## src/rtl/poly_key_synth.sv

```systemverilog
// Polyphonic PS/2 keyboard synth: scan-code decoder, voice allocator with round-robin
// stealing, per-voice square-wave tone generators and a PWM mixer driving one speaker bit.

module pks_tone #(
    parameter int DIV_W = 18
) (
    input  logic             clk,
    input  logic             rst,
    input  logic             i_clr,
    input  logic [DIV_W-1:0] i_period,
    output logic             o_sq
);
    logic [DIV_W-1:0] r_cnt;
    logic             r_sq;

    always_ff @(posedge clk or posedge rst) begin
        if (rst) begin
            r_cnt <= '0;
            r_sq  <= 1'b0;
        end else if (i_clr) begin
            r_cnt <= '0;
            r_sq  <= 1'b0;
        end else if (r_cnt == i_period - DIV_W'(1)) begin
            r_cnt <= '0;
            r_sq  <= ~r_sq;
        end else begin
            r_cnt <= r_cnt + DIV_W'(1);
        end
    end

    assign o_sq = r_sq;
endmodule

module poly_key_synth #(
    parameter int NUM_VOICES = 4,
    parameter int DIV_W      = 18
) (
    input  logic                  clk,
    input  logic                  rst,
    input  logic                  i_scan_valid,
    input  logic [7:0]            i_scan_code,
    output logic                  o_speaker,
    output logic                  o_play_sound,
    output logic [NUM_VOICES-1:0] o_voice_active,
    output logic [1:0]            o_octave,
    output logic [2:0]            o_last_note
);
    localparam int PW = (NUM_VOICES > 1) ? $clog2(NUM_VOICES) : 1;
    localparam int SW = $clog2(NUM_VOICES + 1);

    localparam logic [1:0] S_IDLE    = 2'd0;
    localparam logic [1:0] S_BRK     = 2'd1;
    localparam logic [1:0] S_EXT     = 2'd2;
    localparam logic [1:0] S_EXT_BRK = 2'd3;

    logic [1:0]                             r_state;
    logic [1:0]                             r_octave;
    logic [2:0]                             r_last_note;
    logic [NUM_VOICES-1:0]                  r_active;
    logic [NUM_VOICES-1:0][2:0]             r_note;
    logic [NUM_VOICES-1:0][DIV_W-1:0]       r_period;
    logic [PW-1:0]                          r_steal_ptr;
    logic [PW-1:0]                          r_pwm_cnt;
    logic                                   r_speaker;

    logic                  w_key_hit;
    logic [2:0]            w_key_idx;
    logic [DIV_W-1:0]      w_base;
    logic                  w_is_make;
    logic                  w_is_brk;
    logic [NUM_VOICES-1:0] w_hit_v;
    logic                  w_free_found;
    logic [PW-1:0]         w_free_idx;
    logic                  w_alloc;
    logic [PW-1:0]         w_tgt;
    logic [NUM_VOICES-1:0] w_load;
    logic [NUM_VOICES-1:0] w_kill;
    logic [NUM_VOICES-1:0] w_clr;
    logic [NUM_VOICES-1:0] w_sq;
    logic [SW-1:0]         w_sum;

    always_comb begin
        w_key_hit = 1'b1;
        w_key_idx = 3'd0;
        case (i_scan_code)
            8'h1C:   w_key_idx = 3'd0;
            8'h1B:   w_key_idx = 3'd1;
            8'h23:   w_key_idx = 3'd2;
            8'h2B:   w_key_idx = 3'd3;
            8'h34:   w_key_idx = 3'd4;
            8'h33:   w_key_idx = 3'd5;
            8'h3B:   w_key_idx = 3'd6;
            8'h42:   w_key_idx = 3'd7;
            default: w_key_hit = 1'b0;
        endcase
    end

    // Half-periods at octave 0 for a 100 MHz clock
    always_comb begin
        case (w_key_idx)
            3'd0:    w_base = DIV_W'(191109);
            3'd1:    w_base = DIV_W'(170265);
            3'd2:    w_base = DIV_W'(151685);
            3'd3:    w_base = DIV_W'(143172);
            3'd4:    w_base = DIV_W'(127550);
            3'd5:    w_base = DIV_W'(113636);
            3'd6:    w_base = DIV_W'(101238);
            default: w_base = DIV_W'(95556);
        endcase
    end

    assign w_is_make = i_scan_valid && (r_state == S_IDLE) &&
                       (i_scan_code != 8'hF0) && (i_scan_code != 8'hE0);
    assign w_is_brk  = i_scan_valid && (r_state == S_BRK);

    // Descending scan so the lowest-index idle voice wins
    always_comb begin
        w_hit_v      = '0;
        w_free_found = 1'b0;
        w_free_idx   = '0;
        for (int v = NUM_VOICES - 1; v >= 0; v--) begin
            w_hit_v[v] = r_active[v] && (r_note[v] == w_key_idx);
            if (!r_active[v]) begin
                w_free_found = 1'b1;
                w_free_idx   = PW'(v);
            end
        end
    end

    assign w_alloc = w_is_make && w_key_hit && !(|w_hit_v);
    assign w_tgt   = w_free_found ? w_free_idx : r_steal_ptr;

    always_comb begin
        w_load = '0;
        w_kill = '0;
        w_clr  = '0;
        for (int v = 0; v < NUM_VOICES; v++) begin
            w_load[v] = w_alloc && (w_tgt == PW'(v));
            w_kill[v] = w_is_brk && w_key_hit && w_hit_v[v];
            w_clr[v]  = w_load[v] || w_kill[v] || !r_active[v];
        end
    end

    always_ff @(posedge clk or posedge rst) begin
        if (rst) begin
            r_state     <= S_IDLE;
            r_octave    <= 2'd0;
            r_last_note <= 3'd0;
            r_active    <= '0;
            r_note      <= '0;
            r_period    <= '0;
            r_steal_ptr <= '0;
        end else begin
            if (i_scan_valid) begin
                case (r_state)
                    S_IDLE: begin
                        if (i_scan_code == 8'hF0)      r_state <= S_BRK;
                        else if (i_scan_code == 8'hE0) r_state <= S_EXT;
                    end
                    S_EXT:   r_state <= (i_scan_code == 8'hF0) ? S_EXT_BRK : S_IDLE;
                    default: r_state <= S_IDLE;
                endcase
            end
            if (w_is_make && (i_scan_code == 8'h4E) && (r_octave != 2'd0))
                r_octave <= r_octave - 2'd1;
            if (w_is_make && (i_scan_code == 8'h55) && (r_octave != 2'd2))
                r_octave <= r_octave + 2'd1;
            if (w_alloc) begin
                r_last_note <= w_key_idx;
                if (!w_free_found)
                    r_steal_ptr <= (r_steal_ptr == PW'(NUM_VOICES - 1)) ? '0 : r_steal_ptr + PW'(1);
            end
            // Period is latched at allocation, so later octave changes leave sounding voices alone
            for (int v = 0; v < NUM_VOICES; v++) begin
                if (w_load[v]) begin
                    r_active[v] <= 1'b1;
                    r_note[v]   <= w_key_idx;
                    r_period[v] <= w_base >> r_octave;
                end else if (w_kill[v]) begin
                    r_active[v] <= 1'b0;
                end
            end
        end
    end

    for (genvar v = 0; v < NUM_VOICES; v++) begin : g_voice
        pks_tone #(.DIV_W(DIV_W)) u_tone (
            .clk      (clk),
            .rst      (rst),
            .i_clr    (w_clr[v]),
            .i_period (r_period[v]),
            .o_sq     (w_sq[v])
        );
    end

    always_comb begin
        w_sum = '0;
        for (int v = 0; v < NUM_VOICES; v++)
            w_sum = w_sum + SW'(r_active[v] & w_sq[v]);
    end

    always_ff @(posedge clk or posedge rst) begin
        if (rst) begin
            r_pwm_cnt <= '0;
            r_speaker <= 1'b0;
        end else begin
            r_pwm_cnt <= (r_pwm_cnt == PW'(NUM_VOICES - 1)) ? '0 : r_pwm_cnt + PW'(1);
            r_speaker <= (SW'(r_pwm_cnt) < w_sum);
        end
    end

    assign o_speaker      = r_speaker;
    assign o_play_sound   = |r_active;
    assign o_voice_active = r_active;
    assign o_octave       = r_octave;
    assign o_last_note    = r_last_note;
endmodule

```

## config.mk

```make
export PLATFORM = sky130hd
export DESIGN_NAME = poly_key_synth
export DESIGN_NICKNAME = d
export VERILOG_FILES = /design/src/rtl/poly_key_synth.sv
export SDC_FILE = /design/constraint.sdc
export NUM_CORES = 1
export LEC_CHECK = 0
export ABC_AREA = 1
export BUFFER_PORTS_ARGS = -buffer_cell sky130_fd_sc_hd__buf_2
export CAP_MARGIN = 20
export CORE_UTILIZATION = 45
export CTS_CLUSTER_DIAMETER = 30
export DETAILED_ROUTE_END_ITERATION = 10
export GPL_TIMING_DRIVEN = 1
export SLEW_MARGIN = 20
export SYNTH_ARGS = -nofsm -noshare
export SYNTH_HDL_FRONTEND = slang
export SYNTH_SLANG_ARGS = --single-unit
```

## constraint.sdc

```tcl
create_clock -name clk -period 7.85 [get_ports clk]
set_input_delay 0.785 -clock clk [delete_from_list [all_inputs] [get_ports clk]]
set_output_delay 0.785 -clock clk [all_outputs]
set_load 0.01 [all_outputs]
```

# Yosys cells after proc, flatten, opt, wreduce, memory -nomap -nowiden

Index checks and enable logic that the tools add are counted.

Input port bits: 11
Output and inout port bits: 11
Register bits after elaboration: 176

Add/sub/neg operators: 15
Eq/ne operators: 37
Multiplexer cells: 44
Shifts and indexed selects: 1
Reductions and logical operators: 54
Bitwise operators: 9
Magnitude comparators: 1

Operators with widths:

| cell                                                                   | count |
|---|---|
| 18-bit two-way mux                                                     | 8 |
| 18-bit one-hot mux with 7 select lines                                 | 1 |
| 18-bit by 1-bit adder with 18-bit output (second input constant)       | 4 |
| 18-bit equality test                                                   | 4 |
| 18-bit by 1-bit subtractor with 18-bit output (second input constant)  | 4 |
| 8-bit by 6-bit equality test with 1-bit output (second input constant) | 5 |
| 8-bit by 7-bit equality test with 1-bit output (second input constant) | 3 |
| 2-bit two-way mux                                                      | 12 |
| 1-bit logical AND                                                      | 23 |
| 1-bit two-way mux                                                      | 21 |
| 3-bit one-hot mux with 7 select lines                                  | 1 |
| 2-bit nonzero test                                                     | 10 |
| 18-bit by 2-bit right shift with 18-bit output                         | 1 |
| 8-bit by 5-bit equality test with 1-bit output (second input constant) | 2 |
| 8-bit equality test (second input constant)                            | 2 |
| 8-bit inequality test (second input constant)                          | 2 |
| 3-bit equality test                                                    | 4 |
| 2-bit equality test (second input constant)                            | 5 |
| 3-bit equality test (second input constant)                            | 3 |
| 1-bit logical OR                                                       | 8 |
| 4-bit OR reduction                                                     | 2 |
| 8-bit OR reduction                                                     | 1 |
| 2-bit by 1-bit adder with 2-bit output (second input constant)         | 3 |
| 3-bit by 2-bit equality test with 1-bit output (second input constant) | 2 |
| other kinds (16)                                                       | 30 |

# Depth between registers and ports, before layout

Depth in word-level cells: 11
Gate-level depth with buffers: 18
Gate-level depth less buffers: 17

# By module

Synthesis repeated with hierarchy kept, for this count alone.

Cells, all modules: 1949
Area, all modules: 13236.4 um^2

By module, submodules not included:

| module         | area each (um^2) | cells an instance | times used |
|---|---|---|---|
| pks_tone       | 1999.4           | 314               | 4 |
| poly_key_synth | 5238.8           | 693               | 1 |

# Least setup slack after synthesis

Ideal clock, no wire load.

Path type: input-to-reg
From: input port i_scan_code[6]
To: register r_period[4] in the netlist's numbering
Path slack: 5.329 ns
Arrival time: 2.390 ns
Stages: 16
Data required time: 7.719 ns
Setup time: 0.131 ns
Cells stage by stage: nor2_1 > nand2_1 > nor2_2 > nor2_4 > nand2_8 > inv_4 > nand2_1 > nand2_1 > nand3_1 > nand2_2 > nor2_8 > nand3_4 > buf_6 > buf_6 > nand2_1 > o21ai_2

Cells in the longest elaborated chain, start to end: 8
Elaborated cells on any way between the ends: 37

Ends and longest elaborated chain:

| element                                                                                        | RTL line | text |
|---|---|---|
| from (decl)                                                                                    | 41       | `input logic [7:0] i_scan_code,` |
| parallel branches: the longest is 8 deep, another holds 18-bit one-hot mux with 7 select lines | --       |  |
| to (signal, indexed assignment)                                                                | 178      | `r_period[v] <= w_base >> r_octave;` |
| to (decl)                                                                                      | 61       | `logic [NUM_VOICES-1:0][DIV_W-1:0] r_period;` |

Several ways; the timed one is not identified.
A chain may end at the register's enable or synchronous reset.

# Final worst setup path

From: input port i_scan_code[0]
To: register g_voice[3].u_tone.r_cnt[3]

Cells in the longest elaborated chain, start to end: 11
Elaborated cells on any way between the ends: 33

Ends and longest elaborated chain:

| element                                                                | RTL line | text |
|---|---|---|
| 8-bit by 7-bit equality test with 1-bit output (tied with other cells) | 85       | `case (i_scan_code)` |
| 3-bit one-hot mux with 7 select lines                                  | 85       |  |
| 3-bit equality test                                                    | 122      | `w_hit_v[v] = r_active[v] && (r_note[v] == w_key_idx);` |
| 1-bit logical AND                                                      | 122      |  |
| 4-bit OR reduction                                                     | 130      | `assign w_alloc = w_is_make && w_key_hit && !(\|w_hit_v);` |
| 1-bit logical NOT                                                      | 130      |  |
| 1-bit logical AND                                                      | 130      |  |
| 1-bit logical AND                                                      | 138      | `w_load[v] = w_alloc && (w_tgt == PW'(v));` |
| 1-bit logical OR (*) (2 in series)                                     | 140      | `w_clr[v] = w_load[v] \|\| w_kill[v] \|\| !r_active[v];` |
| 18-bit two-way mux (*)                                                 | 20       | `end else if (i_clr) begin` |
| to (signal assigned)                                                   | 27       | `r_cnt <= r_cnt + DIV_W'(1);` |
| to (decl)                                                              | 13       | `logic [DIV_W-1:0] r_cnt;` |

Every way passes the cells marked *; elsewhere a longest branch is shown, timed or not.

==> results.sh <==
export IMPL_status="completed"
export IMPL_ys_types=50
export IMPL_required_ps=8200
export IMPL_max_vdd_ir_drop_v=0.000123
export IMPL_drt_total_wl_mm=27.7
export IMPL_clk_path_buf_depth=2
export IMPL_die_w_um=163
export IMPL_crit_fanout=37
export IMPL_crit_arrival_ps=3900
export IMPL_antenna_found_initial=0
export IMPL_die_area_um2=26400
export IMPL_critPathLaunchType="input pin"
export IMPL_end_kind="flop"
export IMPL_grt_pass1_wl_mm=46.4
export IMPL_powerDensity_nw_per_um2=202
export IMPL_synthCells=1603
export IMPL_start_util_pct=46.0
export IMPL_seqCellArea_um2=4400
export IMPL_r2r_start="o_voice_active[1]$_DFFE_PP0P_"
export IMPL_ctsResizeCount=0
export IMPL_slew_violations=0
export IMPL_whs_ps=339
export IMPL_drt_iter0_markers=615
export IMPL_fin_worst_skew_ps=12.4
export IMPL_drtAntennaViolNets=0
export IMPL_fin_util_pct=49.8
export IMPL_crit_start="i_scan_code[0]"
export IMPL_syn_num_nets=1628
export IMPL_synthFlopType="dfrtp_1"
export IMPL_insertion_delay_ps=440
export IMPL_holdBufCountCts=0
export IMPL_diodes=0
export IMPL_endpoint="g_voice[3].u_tone.r_cnt[3]$_DFF_PP0_"
export IMPL_min_path_type="in -> async"
export IMPL_maxCapViolCount=0
export IMPL_nets=1640
export IMPL_period_minus_slack_ps=3560
export IMPL_fmax_mhz=281
export IMPL_setup_viol=0
export IMPL_setup_tns_ps=0
export IMPL_post_cts_buffers=0
export IMPL_area_delta_synth_final_pct=8.40
export IMPL_synth_top_cell_area_share_pct=37.9
export IMPL_r2r_setup_slack_ps=4740
export IMPL_htreeDepth=4
export IMPL_synth_top_cells_by_count="nand2_1 (421), nor2_1 (256), dfrtp_1 (176)"
export IMPL_die_h_um=163
export IMPL_yosysMostFrequentCell="nand2_1"
export IMPL_via_per_inst=5.01
export IMPL_port_buffers=21
export IMPL_max_slew_worst_pin_slew_ps=1110
export IMPL_wl_per_cell_um=14.2
export IMPL_cts_tree="done"
export IMPL_gp_congestion=0.920
export IMPL_grt_total_usage_pct=22.1
export IMPL_drive_gt1_share_pct=8.05
export IMPL_path_class="in -> reg"
export IMPL_multiInputGateArea_um2=6350
export IMPL_row_count=58
export IMPL_grt_max_degree=108
export IMPL_hold_viol=0
export IMPL_yosysSeqAreaShare_pct=37.9
export IMPL_relSlewSlack_pct=25.1
export IMPL_clock_sinks=176
export IMPL_io_pins=22
export IMPL_r2r_cells=9
export IMPL_coreArea_um2=25300
export IMPL_cts_buffers=17
export IMPL_leakage_nw=6.34
export IMPL_drtPass1Iterations=7
export IMPL_cts_root_buf="clkbuf_16"
export IMPL_timing_rr_end="o_voice_active[3]$_DFFE_PP0P_"
export IMPL_drc=0
export IMPL_yosysTopAreaCell="dfrtp_1"
export IMPL_fin_crit_sh_pct=45.3
export IMPL_synth_warnings=0
export IMPL_synth_avg_cell_area_um2=7.24
export IMPL_hpwlAfterDp_mm=19.9
export IMPL_fillers=2543
export IMPL_clk_pin_slew_ps=70
export IMPL_syn_cell_area_um2=11600
export IMPL_netlist_top_cells_area="dfrtp_1 (38%), nand2_1 (14%), nor2_1 (8.3%)"
export IMPL_grt_pass1_vias=9169
export IMPL_via_count=9817
export IMPL_synth_seq_cells=176
export IMPL_async_reset_ff_share_pct=100
export IMPL_rsz0062_at_grt="no"
export IMPL_overflow=0
export IMPL_power_total_mw=2.54
export IMPL_synth_edf_count=0
==> logic make-up after synthesis <==
logic type / after synthesis / synth area share [%]
AOI/OAI and AO/OA: 120 / 5.89
xor gates and xnor gates: 152 / 11.5
adders and majority gates: 14 / 1.57
buffers and inverters: 203 / 7.36
DFF: 176 / 37.9
muxes: 4 / 0.345
and+or+nand+nor: 934 / 35.4
==> final cells by class <==
cell class	count	area share, %
Clock buffer	20	3.47
Clock inverter	12	1.26
Inverter	170	5.17
Multi-Input combinational cell	1224	50.5
Sequential cell	176	35.0
Tap cell	330	3.28
Timing Repair Buffer	26	1.35
==> flip-flops by register name, summed over array words and instances (netlist names), 2 cells and up <==
register and cells:
g_voice.u_tone.o_sq 4, g_voice.u_tone.r_cnt 72, o_last_note 3, o_octave 2, o_voice_active 4, r_note 12
r_period 72, r_pwm_cnt 2, r_state 2, r_steal_ptr 2
==> metal layers <==
layer | GRT usage (%) | wire length [µm] | up-vias
met4 | 5.18 | 337 | 0
met3 | 3.11 | 923 | 33
met5 | 0 | 0 | -
met2 | 34.4 | 12500 | 141
met1 | 32.3 | 14000 | 4568
li1 | - | - | 5075
==> stage by stage <==
stage	setup slack (ps)	std cells	area, µm²
after floorplan	2290	1603	11600
final	4290	1958	12600
after CTS	4210	1956	12500
after global routing	3920	1958	12600
after detailed placement	3720	1924	11900
after global placement	3880	1924	11900
==> worst min-delay path by stage <==
stage	from	to	slack (ps)	cells past startpoint
detailed placement	r_pwm_cnt[0]$_DFF_PP0_	r_pwm_cnt[0]$_DFF_PP0_	450	1
global route	rst	o_voice_active[2]$_DFFE_PP0P_	360	2
floorplan	r_pwm_cnt[0]$_DFF_PP0_	r_pwm_cnt[0]$_DFF_PP0_	430	1
finish	rst	o_voice_active[2]$_DFFE_PP0P_	340	2
CTS	r_pwm_cnt[0]$_DFF_PP0_	r_pwm_cnt[0]$_DFF_PP0_	470	1
global placement	r_pwm_cnt[0]$_DFF_PP0_	r_pwm_cnt[0]$_DFF_PP0_	450	1
==> power breakdown <==
group | total [mW] | switching, mW | internal [mW]
combinational | 0.653 | 0.421 | 0.232
sequential | 1.01 | 0.0597 | 0.951
clock | 0.877 | 0.374 | 0.503
==> placed cells by master (no fill, tap or decap), types with 6 or more instances in the layout <==
master,count
nand2_2,6
xor2_1,95
nand3b_1,11
or2_2,16
nand2_1,421
inv_1,161
nor3_1,14
buf_2,21
a21oi_1,9
xnor2_1,57
nor2_2,19
o21ai_1,17
dfrtp_1,176
nand3_1,132
o21ai_2,12
ha_1,13
nor2_1,256
clkbuf_16,17
o21ai_0,67
nand4_1,30
==> worst max-delay path, cell delays in order <==
cell and delay, ps:
buf_2 130, inv_1 60, nand2_1 80, nor2_1 60
nand2_2 130, nand2_2 80, nor2_2 500, nand2_1 210
a21oi_1 210, nor2_1 110, nand2_1 120, inv_4 90
nand3_4 310, nand3_1 730, nor2_1 300
No activity file was read; power rests on OpenSTA's default activity.
